===== src/rtl/id_ex_stage.sv =====
// ID/EX pipeline register: operand forwarding, ALU control decode, load-use bubble.
// Optional IDEX_STALL_CNT_EN adds a saturating hazard-cycle counter (stall_count).
module id_ex_stage #(
  parameter int DATA_W = 32,
  parameter int REG_AW = 5,
  parameter int CNT_W  = 16
) (
  input  logic              clk,
  input  logic              rst_n,
  input  logic              id_valid,
  output logic              id_ready,
  input  logic [DATA_W-1:0] id_rs_data,
  input  logic [DATA_W-1:0] id_rt_data,
  input  logic [DATA_W-1:0] id_imm,
  input  logic [REG_AW-1:0] id_rs,
  input  logic [REG_AW-1:0] id_rt,
  input  logic [REG_AW-1:0] id_dest,
  input  logic              id_uses_rt,
  input  logic [1:0]        id_alu_op,
  input  logic [5:0]        id_func,
  input  logic              id_alu_src,
  input  logic              id_reg_write,
  input  logic              id_mem_read,
  input  logic              id_mem_write,
  input  logic              id_mem_to_reg,
  input  logic              flush,
  input  logic              ex_ready,
  input  logic              mem_reg_write,
  input  logic [REG_AW-1:0] mem_dest,
  input  logic [DATA_W-1:0] mem_result,
  input  logic              wb_reg_write,
  input  logic [REG_AW-1:0] wb_dest,
  input  logic [DATA_W-1:0] wb_data,
  output logic              ex_valid,
  output logic [DATA_W-1:0] ex_in1,
  output logic [DATA_W-1:0] ex_in2,
  output logic [3:0]        ex_alu_ctl,
  output logic              ex_illegal,
  output logic [DATA_W-1:0] ex_store_data,
  output logic [REG_AW-1:0] ex_dest,
  output logic              ex_reg_write,
  output logic              ex_mem_read,
  output logic              ex_mem_write,
  output logic              ex_mem_to_reg
`ifdef IDEX_STALL_CNT_EN
  ,
  output logic [CNT_W-1:0]  stall_count
`endif
);

  typedef struct packed {
    logic [DATA_W-1:0] rs_d;
    logic [DATA_W-1:0] rt_d;
    logic [DATA_W-1:0] imm;
    logic [REG_AW-1:0] rs;
    logic [REG_AW-1:0] rt;
    logic [REG_AW-1:0] dest;
    logic              alu_src;
    logic              reg_write;
    logic              mem_read;
    logic              mem_write;
    logic              mem_to_reg;
    logic              illegal;
    logic [3:0]        ctl;
  } id_ex_t;

  id_ex_t q;
  id_ex_t d;
  logic   v;

  logic       hazard;
  logic       accept;
  logic [3:0] dec_ctl;
  logic       dec_ill;

  logic              mem_hit_rs;
  logic              mem_hit_rt;
  logic              wb_hit_rs;
  logic              wb_hit_rt;
  logic [DATA_W-1:0] fwd_rs;
  logic [DATA_W-1:0] fwd_rt;

  // Load in EX whose result a decoding instruction needs: one bubble.
  assign hazard = id_valid & v
                & q.mem_read & q.reg_write
                & (q.dest != '0)
                & ((q.dest == id_rs)
                 | (id_uses_rt & (q.dest == id_rt)));

  assign id_ready = !hazard & (!v | ex_ready);
  assign accept   = id_valid & id_ready;

  always_comb begin
    dec_ctl = 4'b0000;
    dec_ill = 1'b0;
    unique case (1'b1)
      id_alu_op == 2'b00: dec_ctl = 4'b0010;
      id_alu_op == 2'b01: dec_ctl = 4'b0110;
      id_alu_op == 2'b10: begin
        case (id_func)
          6'b100000: dec_ctl = 4'b0010;
          6'b100010: dec_ctl = 4'b0110;
          6'b100100: dec_ctl = 4'b0000;
          6'b100101: dec_ctl = 4'b0001;
          6'b101010: dec_ctl = 4'b0111;
          6'b100111: dec_ctl = 4'b1100;
          default:   dec_ill = 1'b1;
        endcase
      end
      default: dec_ill = 1'b1;
    endcase
  end

  always_comb begin
    d            = '0;
    d.rs_d       = id_rs_data;
    d.rt_d       = id_rt_data;
    d.imm        = id_imm;
    d.rs         = id_rs;
    d.rt         = id_rt;
    d.dest       = id_dest;
    d.alu_src    = id_alu_src;
    d.reg_write  = id_reg_write;
    d.mem_read   = id_mem_read;
    d.mem_write  = id_mem_write;
    d.mem_to_reg = id_mem_to_reg;
    d.illegal    = dec_ill;
    d.ctl        = dec_ctl;
  end

  assign mem_hit_rs = mem_reg_write
                    & (mem_dest == q.rs)
                    & (q.rs != '0);
  assign mem_hit_rt = mem_reg_write
                    & (mem_dest == q.rt)
                    & (q.rt != '0);
  assign wb_hit_rs  = wb_reg_write
                    & (wb_dest == q.rs)
                    & (q.rs != '0);
  assign wb_hit_rt  = wb_reg_write
                    & (wb_dest == q.rt)
                    & (q.rt != '0);

  // EX/MEM is the younger producer, so it wins a double match.
  always_comb begin
    fwd_rs = q.rs_d;
    if (mem_hit_rs) begin
      fwd_rs = mem_result;
    end else if (wb_hit_rs) begin
      fwd_rs = wb_data;
    end
  end

  always_comb begin
    fwd_rt = q.rt_d;
    if (mem_hit_rt) begin
      fwd_rt = mem_result;
    end else if (wb_hit_rt) begin
      fwd_rt = wb_data;
    end
  end

  // While stalled, absorb forwarded values so retiring producers are kept.
  always_ff @(posedge clk) begin
    if (!rst_n) begin
      v <= 1'b0;
      q <= '0;
    end else if (flush) begin
      v <= 1'b0;
    end else if (accept) begin
      v <= 1'b1;
      q <= d;
    end else if (v && ex_ready) begin
      v <= 1'b0;
    end else if (v) begin
      q.rs_d <= fwd_rs;
      q.rt_d <= fwd_rt;
    end
  end

  assign ex_valid      = v;
  assign ex_in1        = fwd_rs;
  assign ex_in2        = q.alu_src ? q.imm : fwd_rt;
  assign ex_store_data = fwd_rt;
  assign ex_alu_ctl    = v ? q.ctl : 4'b0000;
  assign ex_illegal    = v & q.illegal;
  assign ex_dest       = q.dest;
  assign ex_reg_write  = q.reg_write;
  assign ex_mem_read   = q.mem_read;
  assign ex_mem_write  = q.mem_write;
  assign ex_mem_to_reg = q.mem_to_reg;

`ifdef IDEX_STALL_CNT_EN
  localparam logic [CNT_W-1:0] CNT_ONE =
    {{(CNT_W-1){1'b0}}, 1'b1};

  always_ff @(posedge clk) begin
    if (!rst_n) begin
      stall_count <= '0;
    end else if (hazard && (stall_count != '1)) begin
      stall_count <= stall_count + CNT_ONE;
    end
  end
`else
  logic [CNT_W-1:0] unused_cnt;
  assign unused_cnt = '0;
`endif

endmodule


===== config.mk =====
export PLATFORM = sky130hd
export DESIGN_NAME = id_ex_stage
export DESIGN_NICKNAME = d
export VERILOG_FILES = /design/src/rtl/id_ex_stage.sv
export SDC_FILE = /design/constraint.sdc
export NUM_CORES = 1
export LEC_CHECK = 0
export CAP_MARGIN = 10
export CORE_ASPECT_RATIO = 1.1
export CORE_MARGIN = 2
export CORE_UTILIZATION = 45
export CTS_CLUSTER_DIAMETER = 120
export DETAILED_ROUTE_END_ITERATION = 8
export PLACE_DENSITY = 0.84
export SLEW_MARGIN = 20
export SYNTH_ARGS = -nofsm -noshare
export SYNTH_HDL_FRONTEND = slang
export SYNTH_SLANG_ARGS = --single-unit

===== constraint.sdc =====
create_clock -name clk -period 9.85 [get_ports clk]
set_input_delay 2.955 -clock clk [delete_from_list [all_inputs] [get_ports clk]]
set_output_delay 2.955 -clock clk [all_outputs]
set_load 0.03 [all_outputs]

==> metrics.txt, run 1 <==
sequential area share after synthesis=0.316; pre-CTS setup slack=0.570 ns; post-synthesis adder-cell area fraction=0; part of the cycle the worst path needs=0.953; Setup-failing EPs final=0; initial antenna violation count=1; clock buffer depth=2; total global routing overflow=0; Final nets=1520; slowest stage delay, CP=0.76 ns; Synth top cells by count=176 x o21ai_0, 163 x a21oi_1, 153 x nand2_1; largest area contributor in the netlist=dfxtp_1; DIE AREA=0.0183 mm^2; cells taking the most area after synthesis=dfxtp_1 32%, o21ai_0 11%, a21oi_1 11%; core area=0.0170 mm^2; CTS tree=done; CP max FO=15; most numerous cell in the Yosys netlist=o21ai_0; Worst Path Required=6.90 ns; RSZ-0062 raised after global routing=no; Detailed Place HPWL=22900 um; worst hold path class=reg -> reg; DRT Pass-1 Iters=5; max-slew violations=0; Mapped Nets=1280; library cells used by synthesis=48; drc violations=0; Critical Path Slowest Stage Cell=xor2_1; synth warn=0; main combinational cell family by area after synthesis=compound AO/OA/AOI/OAI gates; Starting Density=0.456; Final Util=0.680; Slew headroom=0.310; CTS H-tree lvls=4; first-pass GRT wire length=49400 um; proportion of synthesized area in mux cells=0.0725; CTS Sinks=122; CTS resizes=0; WP buf/inv=2; Setup CP Type=in -> out; Die H=142 um; Synth Register Bits=122; post-route ant nets=0; Port Buffer Count=317; via-per-instance ratio=6.01; largest delay contributor family on the critical path=buffers and inverters; Syn Inst Count=1074; Clock Latency Late Sink=0.42 ns; final wirelength=32800 um; placed cells=1529; final worst slack=0.459 ns; pwr/cell area=142 mW/mm^2; vias=9392; min-delay src=q[39]; setup slack on the worst flop-to-flop path=6.75 ns; max reg flops=112; RR Endpoint=q[60]; Finished Cell Area=0.0115 mm^2; crit start category=input pin; number of synthesized flops with an enable pin=0; CTS Buf Count=17; routed len/inst=21.0 um; R2R Path Start=q[15]; Power, Total=1.64 mW; Rows=50; Worst EP arrival=6.44 ns; Hold Path Sink=q[39]; xor/xnor share of the synthesized area=0.0349; Fill cells=1455; Final min period=9.39 ns; Async SR Flop Fraction=0; Primary FF master, synth=dfxtp_1; Crit. path cell count=8; LEAKAGE=4.07 nW; cts hold-fix bufs=0; post-synthesis simple-gate area fraction=0.180; vias in the first global route=8733; Crit path top cell by count=clkdlybuf4s50_1; area growth from synthesis to layout=49.0%; Synth Area in Compound Gates=0.322; I/O Pins=318; setup TNS=0 ns; largest net degree at the start of global routing=70; Clock Skew=0.00849 ns; Fmax achieved=0.106 GHz; setup bufs post-CTS=0; crit path capture type=output port; Finished Layout Cells=1563; post-placement cell area=0.0109 mm^2; CTS clk-pin slew, worst paths=0.05 ns; crit-path cells=clkdlybuf4s50_1 -> xor2_1 -> or4b_1 -> nor2_2 -> mux2i_1 -> a21oi_1 -> mux2_2 -> clkdlybuf4s50_1; Max-Cap Viols=0; layout cells sized above 1=0.103; Worst Max-Slew Pin Slew=1.03 ns; First DRT Iteration DRCs=1141; Worst R2R Path Depth=7; Largest Register=q; Avg Cell Area, Syn=7.20 um^2; final hold vios=0; worst vdd ir=0.131 mV; gpl congestion=0.963; GRT Total Usage=0.349; share of the synthesized area in the top cell type=0.316; hold slack=0.452 ns; clk root buf=clkbuf_16; Critical Path Source=wb_dest[1]; outcome=finished, final reports clean; Die Wd=129 um; Worst Hold Depth=2; synthesized cell area=0.00773 mm^2
==> cell usage in the layout (no fill, tap or decap), types with 4 or more instances in the layout <==
cell type	Yosys	routed
xor2_1	5	5
clkdlybuf4s50_1	0	288
mux2i_1	20	20
a31oi_2	12	12
buf_4	7	33
a211o_1	21	20
a21oi_1	163	162
a31oi_1	52	52
o21ai_0	176	176
clkbuf_16	0	17
nor2_1	24	24
or3_1	16	16
inv_1	18	17
nor3_1	46	46
nand2_1	153	153
nor4_1	28	28
clkinv_4	0	4
and2_1	6	6
buf_12	1	11
mux2_2	32	32
dfxtp_1	122	121
nand3_1	7	7
nand4_1	5	5
xnor2_1	24	24
==> power by group <==
part | switching (mW) | internal (mW) | total, mW
sequential | 0.0204 | 0.524 | 0.544
clock | 0.246 | 0.389 | 0.635
combinational | 0.256 | 0.205 | 0.460
total | 0.522 | 1.12 | 1.64
==> tightest hold or removal path: stages, from the launching register on <==
cell and delay [ns]:
dfxtp_1 0.30, nand2_1 0.05, a21oi_1 0.05
==> worst max path at each step <==
stage | slack [ns] | end
after global placement | 0.66 | ex_in2[26]
after CTS | 0.56 | ex_in2[26]
after detailed placement | 0.57 | ex_in2[26]
final | 0.46 | ex_in2[26]
after global routing | 0.28 | ex_in2[26]
after floorplan | 1.79 | ex_in2[0]
==> metal layers <==
| metal | vias to the layer above | track usage | part of all wire |
|---|---|---|---|
| li1 | 4359 | - | - |
| met1 | 4436 | 0.469 | 0.41 |
| met2 | 535 | 0.536 | 0.46 |
| met3 | 62 | 0.0830 | 0.093 |
| met4 | 0 | 0.144 | 0.034 |
| met5 | - | 0 | 0 |
==> cells by family (layout without fill, tap and decap cells) <==
| group | after synthesis | in the layout |
|---|---|---|
| AOI/OAI and AO/OA | 439 | 439 |
| other | 0 | 2 |
| and+or+nand+nor | 300 | 300 |
| xor gates and xnor gates | 30 | 30 |
| muxes | 52 | 52 |
| buffers and inverters | 131 | 384 |
| DFF | 122 | 122 |
==> cell type report <==
class | instances | area [um^2] | area share
clock buffers | 20 | 457 | 0.0396
well taps | 234 | 293 | 0.0254
flip-flops and latches | 122 | 2440 | 0.212
repair buffers | 334 | 3360 | 0.292
inverters | 18 | 67.6 | 0.00586
diodes | 2 | 5.00 | 0.000434
multi-input cells | 821 | 4760 | 0.413
clock inverters | 12 | 139 | 0.0121
(Power assumes the default switching activity.)
==> inputs of run 2 (changes only) <==
CELL_PAD_IN_SITES_DETAIL_PLACEMENT = 0   (was not set)
CELL_PAD_IN_SITES_GLOBAL_PLACEMENT = 2   (was not set)
CORE_MARGIN = not set   (was 2)
CORE_UTILIZATION = 25   (was 45)
PLACE_DENSITY = 0.88   (was 0.84)
RECOVER_POWER = 100   (was not set)
==> run 2 against run 1 <==
Net effect:
- the flow now finishes with violations (capacitance limit, slew limit)
- flip-flop and latch count did not move
- clock skew rose by 0.0072 ns
- sequential share of layout area fell by 0.12 points
- fmax fell by 1.4%
- clock power rose by 3%
- sequential power barely moved
- combinational power fell by 2%
- die area rose by 73%
- worst setup slack got worse by 0.13 ns
- final area rose by 0.53%
- critical endpoint is now ex_store_data[12]
- highest routed layer is now met5
==> metrics.txt, run 2 (synthesized netlist as in run 1, its figures left out) <==
outcome=complete, but fails checks; failing checks=capacitance limit, slew limit; RSZ-0062 raised after global routing=no; Largest Register=q; Slew headroom=-1.01 (-1.32); LEAKAGE=4.15 nW (+2.0%); Worst Max-Slew Pin Slew=3.02 ns (+1.98 ns); DIE AREA=0.0316 mm^2 (+73%); Worst EP arrival=6.57 ns (+0.13 ns); most common cell after layout, fill and taps aside=clkdlybuf4s50_1; hold slack=0.453 ns (+0.000677 ns); Max-Cap Viols=4 (+4); crit start category=input pin; commonest cells after routing, fill and taps aside=204 x clkdlybuf4s50_1, 176 x o21ai_0, 162 x a21oi_1; CTS H-tree lvls=4 (unchanged); cts hold-fix bufs=0 (unchanged); Setup CP Type=in -> out; max reg flops=112 (unchanged); post-route ant nets=0 (unchanged); Detailed Place HPWL=25800 um (+13%); met1 global-route usage=0.306 (-0.163); Fill cells=3226 (+120%); CTS clk-pin slew, worst paths=0.06 ns (about the same); clk root buf=clkbuf_16; routed len/inst=20.4 um (-2.9%); first-pass GRT wire length=54600 um (+10%); switching power=0.552 mW (+5.8%); Die H=186 um (+32%); core area=0.0304 mm^2 (+79%); pre-CTS setup slack=0.578 ns (+0.00761 ns); via-per-instance ratio=5.20 (-14%); Port Buffer Count=317 (unchanged); busiest grt layer=met2; total global routing overflow=0 (unchanged); met3 usage=0.0448 (-0.0382); largest net degree at the start of global routing=70 (unchanged); vias in the first global route=8755 (+0.25%); initial antenna violation count=4 (+3); final hold vios=0 (unchanged); CTS Buf Count=17 (unchanged); worst hold path class=reg -> reg; Clock Latency Late Sink=0.43 ns (about the same); Clock Skew=0.0157 ns (+0.00720 ns); Seq pwr share=0.330 (-0.002); Final min period=9.53 ns (+0.134 ns); CP max FO=43 (+28); Worst Path Required=6.90 ns (about the same); Rows=67 (+34%); final wirelength=35700 um (+8.9%); grt met2 use=0.348 (-0.188); First DRT Iteration DRCs=616 (-46%); CTS Sinks=122 (unchanged); Setup-failing EPs final=0 (unchanged); combinational power share=0.273 (-0.008); CTS tree=done; final worst slack=0.324 ns (-0.134 ns); layout cells sized above 1=0.0936 (-0.00968); area occupied by multi-input gates=0.00470 mm^2 (-1.1%); clock share of power=0.397 (+0.010); area growth from synthesis to layout=49.8%; sw frac=0.336 (+0.0173); CTS resizes=0 (unchanged); setup TNS=0 ns (unchanged); part of the cycle the worst path needs=0.967 (+0.0136); Final nets=1529 (+0.59%); Die Wd=170 um (+32%); gpl congestion=0.856 (-11%); register cell area after layout=0.00244 mm^2 (about the same); Starting Density=0.254 (-0.202); max-slew violations=207 (+207); setup bufs post-CTS=0 (unchanged); I/O Pins=318 (unchanged); drc violations=0 (unchanged); Fmax achieved=0.105 GHz (-1.4%); pwr/cell area=142 mW/mm^2 (-0.18%); clock buffer depth=2 (unchanged); crit path capture type=output port; GRT Total Usage=0.224 (-0.124); vias=9110 (-3.0%); worst vdd ir=0.104 mV (-21%); DRT Pass-1 Iters=5 (unchanged); Internal=1.09 mW (-2.2%)
-- run 2: cell count changes in the layout (fill, tap and decap cells not counted), sizes merged --
cell and change:
clkdlybuf4s50 -84, clkinvlp +1, dlygate4sd3 +56, buf -1, diode +1, clkinv -3, inv +4, clkbuf +36
-- run 2: metal layers --
metal  wire (um)  part of all wire
met4         932             0.026
met5          14           0.00039
met2       16000              0.45
met1       16300              0.46
met3        2380             0.067
-- run 2: worst paths after layout --
path | startpoint | end | slack, ns | cells after the start
max reg2reg | ex_valid | q[1] | 3.97 | 7
min | q[47] | q[47] | 0.45 | 2
max | wb_dest[1] | ex_store_data[12] | 0.32 | 7
min reg2reg | q[47] | q[47] | 0.45 | 2
-- run 2: layout make-up --
| cell class | instances | share of cell area |
|---|---|---|
| inverters | 18 | 0.00583 |
| diodes | 3 | 0.000648 |
| clock inverters | 14 | 0.0138 |
| multi-input cells | 821 | 0.406 |
| repair buffers | 343 | 0.281 |
| clock buffers | 18 | 0.0370 |
| well taps | 414 | 0.0447 |
| flip-flops and latches | 122 | 0.211 |
-- run 2: critical path, cell delays in order --
cell,delay [ns]
dlygate4sd3_1,0.58
xor2_1,0.29
or4b_1,0.57
clkbuf_2,0.47
or3_1,0.49
a31oi_1,0.42
clkdlybuf4s50_1,0.76
-- run 2: per-stage QoR --
step            util  cells  total power, mW  area, um^2
2_1_floorplan      -   1074            0.786        7730
3_3_place_gp   0.372   1718             1.03       11300
3_5_place_dp   0.372   1718             1.03       11300
4_1_cts        0.391   1750             1.69       11900
5_1_grt        0.381   1753             1.72       11600
6_report       0.381   1753             1.65       11600
-- run 2: power by group through the flow --
stage | Combinational, mW | Clock [mW] | Sequential [mW]
2_1_floorplan | 0.239 | 0 | 0.547
6_report | 0.450 | 0.653 | 0.543
5_1_grt | 0.482 | 0.688 | 0.546
3_5_place_dp | 0.479 | 0 | 0.552
3_3_place_gp | 0.478 | 0 | 0.552
4_1_cts | 0.481 | 0.669 | 0.542
